==> src/rtl/audio_meter_pkg.sv <==
// Shared types and helpers for the stereo level meter: peak-hold FSM states,
// default sizing constants and the saturating absolute-value function.
package audio_meter_pkg;

   localparam int DATA_WIDTH_DEF  = 24;
   localparam int OUT_WIDTH_DEF   = 13;
   localparam int DECAY_SHIFT_DEF = 3;
   localparam int HOLD_CYCLES_DEF = 25000000;

   typedef enum logic [1:0] {
      IDLE    = 2'd0,
      HOLD    = 2'd1,
      RELEASE = 2'd2
   } peak_state_t;

   // The most negative sample has no positive twin, so it clamps to max positive.
   function automatic logic [DATA_WIDTH_DEF-2:0] abs_sat(
      input logic [DATA_WIDTH_DEF-1:0] x
   );
      logic [DATA_WIDTH_DEF-1:0] neg;
      neg = ~x + {{(DATA_WIDTH_DEF-1){1'b0}}, 1'b1};
      if (!x[DATA_WIDTH_DEF-1]) begin
         return x[DATA_WIDTH_DEF-2:0];
      end
      if (neg[DATA_WIDTH_DEF-1]) begin
         return '1;
      end
      return neg[DATA_WIDTH_DEF-2:0];
   endfunction

endpackage

==> src/rtl/meter_peak_hold.sv <==
// Peak-hold tracker: latches the largest magnitude, holds it for a fixed
// time, then follows the decaying envelope back down to idle.
module meter_peak_hold
   import audio_meter_pkg::*;
#(
   parameter int OUT_WIDTH   = OUT_WIDTH_DEF,
   parameter int HOLD_CYCLES = HOLD_CYCLES_DEF
) (
   input  logic                 clk,
   input  logic                 reset_n,
   input  logic                 update,
   input  logic [OUT_WIDTH-1:0] mag,
   input  logic [OUT_WIDTH-1:0] level,
   output logic [OUT_WIDTH-1:0] peak
);

   localparam int CNT_WIDTH = (HOLD_CYCLES > 1) ? $clog2(HOLD_CYCLES) : 1;
   localparam logic [CNT_WIDTH-1:0] CNT_RELOAD = CNT_WIDTH'(HOLD_CYCLES - 1);

   peak_state_t          state_reg, state_next;
   logic [OUT_WIDTH-1:0] peak_reg, peak_next;
   logic [CNT_WIDTH-1:0] hold_cnt_reg, hold_cnt_next;

   always_ff @(posedge clk) begin
      if (!reset_n) begin
         state_reg    <= IDLE;
         peak_reg     <= '0;
         hold_cnt_reg <= '0;
      end else begin
         state_reg    <= state_next;
         peak_reg     <= peak_next;
         hold_cnt_reg <= hold_cnt_next;
      end
   end

   always_comb begin
      state_next    = state_reg;
      peak_next     = peak_reg;
      hold_cnt_next = hold_cnt_reg;
      case (state_reg)
         IDLE: begin
            peak_next = '0;
            if (update && (mag != '0)) begin
               peak_next     = mag;
               hold_cnt_next = CNT_RELOAD;
               state_next    = HOLD;
            end
         end
         HOLD: begin
            if (hold_cnt_reg != '0) begin
               hold_cnt_next = hold_cnt_reg - CNT_WIDTH'(1);
            end
            // A larger peak arriving on the expiry cycle still restarts the hold.
            if (update && (mag > peak_reg)) begin
               peak_next     = mag;
               hold_cnt_next = CNT_RELOAD;
            end else if (hold_cnt_reg == '0) begin
               state_next = RELEASE;
            end
         end
         RELEASE: begin
            if (update) begin
               if (mag > peak_reg) begin
                  peak_next     = mag;
                  hold_cnt_next = CNT_RELOAD;
                  state_next    = HOLD;
               end else begin
                  peak_next = level;
                  if (level == '0) begin
                     state_next = IDLE;
                  end
               end
            end
         end
         default: begin
            state_next = IDLE;
            peak_next  = '0;
         end
      endcase
   end

   assign peak = peak_reg;

endmodule

==> src/rtl/level_meter.sv <==
// Stereo level meter: detects frames from the codec LR clock and produces an
// envelope level, held peak and sticky clip flag for the display path.
module level_meter
   import audio_meter_pkg::*;
#(
   parameter int DATA_WIDTH  = DATA_WIDTH_DEF,
   parameter int OUT_WIDTH   = OUT_WIDTH_DEF,
   parameter int DECAY_SHIFT = DECAY_SHIFT_DEF,
   parameter int HOLD_CYCLES = HOLD_CYCLES_DEF
) (
   input  logic                  clk,
   input  logic                  reset_n,
   input  logic                  lrclk,
   input  logic [DATA_WIDTH-1:0] left_in,
   input  logic [DATA_WIDTH-1:0] right_in,
   output logic [OUT_WIDTH-1:0]  level,
   output logic [OUT_WIDTH-1:0]  peak,
   output logic                  clip,
   output logic                  level_valid
);

   localparam int CNT_WIDTH = (HOLD_CYCLES > 1) ? $clog2(HOLD_CYCLES) : 1;
   localparam logic [CNT_WIDTH-1:0]  CNT_RELOAD = CNT_WIDTH'(HOLD_CYCLES - 1);
   localparam logic [DATA_WIDTH-1:0] MAX_POS    = {1'b0, {(DATA_WIDTH-1){1'b1}}};
   localparam logic [DATA_WIDTH-1:0] MIN_NEG    = {1'b1, {(DATA_WIDTH-1){1'b0}}};

   logic                  s1_reg, s2_reg, s3_reg;
   logic                  frame_stb;
   logic                  v1_reg, v2_reg, v3_reg;
   logic [DATA_WIDTH-1:0] samp_in [2];
   logic [DATA_WIDTH-2:0] abs_ch  [2];
   logic [1:0]            hit_ch;
   logic                  hit3_reg;
   logic [OUT_WIDTH-1:0]  mag_reg;
   logic [OUT_WIDTH-1:0]  level_reg, level_next, decay_step;
   logic                  clip_reg;
   logic [CNT_WIDTH-1:0]  clip_cnt_reg;
   logic                  valid_reg;
   logic [OUT_WIDTH-1:0]  peak_w;

   assign frame_stb  = s2_reg & ~s3_reg;
   assign samp_in[0] = left_in;
   assign samp_in[1] = right_in;

   // lrclk is asynchronous; two flops for metastability, a third for the edge.
   always_ff @(posedge clk) begin
      if (!reset_n) begin
         s1_reg   <= 1'b0;
         s2_reg   <= 1'b0;
         s3_reg   <= 1'b0;
         v1_reg   <= 1'b0;
         v2_reg   <= 1'b0;
         v3_reg   <= 1'b0;
         hit3_reg <= 1'b0;
         mag_reg  <= '0;
      end else begin
         s1_reg <= lrclk;
         s2_reg <= s1_reg;
         s3_reg <= s2_reg;
         v1_reg <= frame_stb;
         v2_reg <= v1_reg;
         v3_reg <= v2_reg;
         if (v2_reg) begin
            hit3_reg <= |hit_ch;
            mag_reg  <= (abs_ch[0] >= abs_ch[1]) ? abs_ch[0][DATA_WIDTH-2 -: OUT_WIDTH]
                                                 : abs_ch[1][DATA_WIDTH-2 -: OUT_WIDTH];
         end
      end
   end

   generate
      for (genvar gi = 0; gi < 2; gi++) begin : g_ch
         logic [DATA_WIDTH-1:0] samp_reg;
         logic [DATA_WIDTH-2:0] abs_reg;
         logic                  hit_reg;

         always_ff @(posedge clk) begin
            if (!reset_n) begin
               samp_reg <= '0;
               abs_reg  <= '0;
               hit_reg  <= 1'b0;
            end else begin
               if (frame_stb) begin
                  samp_reg <= samp_in[gi];
               end
               if (v1_reg) begin
                  abs_reg <= abs_sat(samp_reg);
                  hit_reg <= (samp_reg == MAX_POS) || (samp_reg == MIN_NEG);
               end
            end
         end

         assign abs_ch[gi] = abs_reg;
         assign hit_ch[gi] = hit_reg;
      end
   endgenerate

   // Instant attack; release removes at least one LSB so small levels reach zero.
   always_comb begin
      decay_step = level_reg >> DECAY_SHIFT;
      if (decay_step == '0) begin
         decay_step = {{(OUT_WIDTH-1){1'b0}}, 1'b1};
      end
      level_next = level_reg;
      if (v3_reg) begin
         if (mag_reg >= level_reg) begin
            level_next = mag_reg;
         end else begin
            level_next = level_reg - decay_step;
         end
      end
   end

   always_ff @(posedge clk) begin
      if (!reset_n) begin
         level_reg    <= '0;
         valid_reg    <= 1'b0;
         clip_reg     <= 1'b0;
         clip_cnt_reg <= '0;
      end else begin
         level_reg <= level_next;
         valid_reg <= v3_reg;
         if (v3_reg && hit3_reg) begin
            clip_reg     <= 1'b1;
            clip_cnt_reg <= CNT_RELOAD;
         end else if (clip_reg) begin
            if (clip_cnt_reg == '0) begin
               clip_reg <= 1'b0;
            end else begin
               clip_cnt_reg <= clip_cnt_reg - CNT_WIDTH'(1);
            end
         end
      end
   end

   meter_peak_hold #(
      .OUT_WIDTH   (OUT_WIDTH),
      .HOLD_CYCLES (HOLD_CYCLES)
   ) u_peak (
      .clk     (clk),
      .reset_n (reset_n),
      .update  (v3_reg),
      .mag     (mag_reg),
      .level   (level_next),
      .peak    (peak_w)
   );

   assign level       = level_reg;
   assign peak        = peak_w;
   assign clip        = clip_reg;
   assign level_valid = valid_reg;

endmodule

==> config.mk <==
export PLATFORM = sky130hd
export DESIGN_NAME = level_meter
export DESIGN_NICKNAME = d
export VERILOG_FILES = /design/src/rtl/audio_meter_pkg.sv /design/src/rtl/meter_peak_hold.sv /design/src/rtl/level_meter.sv
export SDC_FILE = /design/constraint.sdc
export NUM_CORES = 1
export LEC_CHECK = 0
export BUFFER_PORTS_ARGS = -buffer_cell sky130_fd_sc_hd__buf_2
export CORE_ASPECT_RATIO = 1.1
export CORE_MARGIN = 8
export CORE_UTILIZATION = 50
export CTS_CLUSTER_SIZE = 30
export DETAILED_ROUTE_END_ITERATION = 16
export PLACE_DENSITY = 0.68
export SLEW_MARGIN = 20
export SYNTH_ARGS = -nofsm -noshare
export SYNTH_HDL_FRONTEND = slang
export SYNTH_SLANG_ARGS = --single-unit
==> constraint.sdc <==
create_clock -name clk -period 7.8 [get_ports clk]
set_input_delay 0.39 -clock clk [delete_from_list [all_inputs] [get_ports clk]]
set_output_delay 0.39 -clock clk [all_outputs]
set_load 0.05 [all_outputs]
==> flow_summary.ini <==
[detailed_routing]
drt_iter0_markers = 491
firstDrtPassIters = 5
drc = 0
final_antenna_net_count = 0
wl_per_cell_um = 15.7
finalWirelength_um = 25700
num_vias = 9343
route.detailed.vias_per_inst = 5.70

[logic_synthesis]
synth_edf_count = 0
synth_nets = 1445
yosysWarningCount = 0
yosys_most_used_dff = dfxtp_1
syn_inst = 1328
ys_seq_area_share_pct = 37.1
async_reset_ff_share_pct = 0
synth_area_per_cell_sq_um = 7.97
syn_area_sq_um = 10600
ys_ff_latch = 196
yosysUniqueCellTypes = 74

[worst_setup_path]
crit_path_start_kind = register
crit_path_cell_trace = nor2_1 > a41o_1 > ha_1 > inv_1 > fa_1 > a21o_1 > a221o_1 > a41oi_1 > a21oi_1 > o311a_1 > nor4_1 > nor3b_1 > a31oi_1
startpoint = level[10]$_SDFF_PN0_
r2r_slack_ps = 4090
endpoint = u_peak.state_reg[1]$_SDFFE_PN0P_
reg2reg_to = u_peak.state_reg[1]$_SDFFE_PN0P_
critPathRequiredTime_ps = 8110
arrival_ps = 4020
worstPathMaxFanout = 8
worst-setup-path-type = reg2reg
rr_worst_depth = 13
cpPeakStageDelay_ps = 460
rr_startpoint = level[10]$_SDFF_PN0_
cp-end-kind = register
cp_slowest_cell = nor4_1

[placement]
portBuffers = 78
gp_congestion = 0.853
dp_hpwl_um = 18500

[sta]
fin_hold_ws_ps = 167
setup_tns_ps = 0
rsz0062_at_grt = false
fin_crit_sh_pct = 47.6
period_needed_ps = 3710
timing.slew.headroom_pct = 35.2
final_hold_viol_count = 0
fmax_mhz = 269
fin_skew_ps = 11.7
finalSetupViolCount = 0
tightest_slew_ps = 970
slew_violations = 0

[global_routing]
grt_pass1_vias = 9064
antenna_found_initial = 0
grt_first_pass_wirelength_um = 43300
grt_usage_pct = 19.9
grt_max_degree = 86
grt-ovfl-total = 0

[die]
die_y_um = 169
rows = 56
coreArea_sq_um = 21000
ios = 79
die_area_sq_um = 26100
die_x_um = 155
initial_core_util_pct = 50.3

[cts]
cts_tree = yes
cts.root.buffer_cell = clkbuf_16
clock_latency_ps = 430
cts_made_buffers = 17
path_clk_slew_ps = 70
ctsResizeCount = 0
cts_buffer_depth = 2
h-tree-depth = 4
cts.sinks = 196
cts_setup_buffers = 0
hold_buffers = 0

[power]
leakage_uw = 0.00459
power_density_nw_per_um2 = 192
peakVddDrop_uv = 155

[outcome]
outcome = completed

[finish]
layout-drive-gt1-share_pct = 9.80
nFillCells = 1987
fin_nets = 1481
syn2layout_area_growth_pct = 10.7
largest_register_ffs = 48
diodes = 0

[min_path]
hp-class = in2reg

[run]
maxCapViolations = 0
## cell usage after synthesis, types with 22 or more instances
cell type | n | area share, %
dfxtp_1 | 196 | 37
clkbuf_1 | 63 | 2.2
nand2_1 | 156 | 5.5
nand3_1 | 24 | 1.1
inv_1 | 72 | 2.6
nor2_1 | 118 | 4.2
a21oi_1 | 156 | 7.4
nor4_1 | 22 | 1.3
nor3_1 | 26 | 1.2
o21ai_0 | 73 | 3.5
xnor2_1 | 56 | 4.6
nand4_1 | 25 | 1.5
ha_1 | 65 | 7.7
xor2_1 | 23 | 1.9
## per-stage QoR
| step | total power, uW | area, sq um | std cells | util [%] | worst slack, ps |
|---|---|---|---|---|---|
| floorplan | 1280 | 10600 | 1328 | - | 4320 |
| global placement | 1340 | 11100 | 1606 | 52.8 | 4240 |
| detailed placement | 1350 | 11100 | 1606 | 52.8 | 4150 |
| CTS | 2260 | 11700 | 1638 | 55.7 | 4140 |
| global route | 2340 | 11700 | 1638 | 55.7 | 3770 |
| finish | 2240 | 11700 | 1638 | 55.7 | 4090 |
## power breakdown
| group | total [uW] | internal [uW] | switching (uW) |
|---|---|---|---|
| clock | 913 | 511 | 403 |
| combinational | 276 | 112 | 164 |
| sequential | 1050 | 1020 | 29.7 |
## logic make-up after synthesis
group / after synthesis / share of synthesized area, %
AOI/OAI and AO/OA: 355 / 20.0
buffers and inverters: 145 / 5.27
muxes: 16 / 1.51
adders and majority gates: 66 / 7.88
xor gates and xnor gates: 79 / 6.54
and+or+nand+nor: 471 / 21.7
DFF: 196 / 37.1
## worst max-delay path, delay by kind of cell (launching register included)
kind / cells / cell delay, ps
buffers and inverters: 1 / 60
and+or+nand+nor: 3 / 950
adders and majority gates: 2 / 560
AOI/OAI and AO/OA: 7 / 1650
DFF: 1 / 380
## area by class of cell
class	instances	area, sq um	share of cell area (%)
Inverter	74	279	2.38
Sequential cell	196	3930	33.5
Multi-Input combinational cell	987	6110	52.2
Clock inverter	13	170	1.45
Tap cell	261	327	2.79
Timing Repair Buffer	88	465	3.97
Clock buffer	19	433	3.70
## metal layers
| metal | track usage [%] | up-vias | share of wire (%) |
|---|---|---|---|
| met1 | 24.5 | 4356 | 45 |
| li1 | - | 4773 | - |
| met2 | 34.7 | 182 | 49 |
| met5 | 0 | - | 0 |
| met4 | 6.44 | 0 | 2.0 |
| met3 | 3.19 | 32 | 3.3 |
## how the worst min path moves through the flow
stage,to,startpoint,cells past startpoint
final,s1_reg$_SDFF_PN0_,lrclk,2
after global routing,s1_reg$_SDFF_PN0_,lrclk,2
after floorplan,v1_reg$_SDFF_PN0_,s3_reg$_SDFF_PN0_,1
after detailed placement,s2_reg$_SDFF_PN0_,s1_reg$_SDFF_PN0_,1
after global placement,s2_reg$_SDFF_PN0_,s1_reg$_SDFF_PN0_,1
after CTS,s1_reg$_SDFF_PN0_,lrclk,2
## cells in the final DEF, fill, tap and decap left out, types with 25 or more instances in the layout
cell type    n
nor2_1     118
buf_2       78
nand4_1     25
inv_1       72
o21ai_0     73
dfxtp_1    195
nand2_1    156
xnor2_1     56
a21oi_1    156
nor3_1      26
ha_1        65
Note: power is estimated with default switching activity, not from simulation.
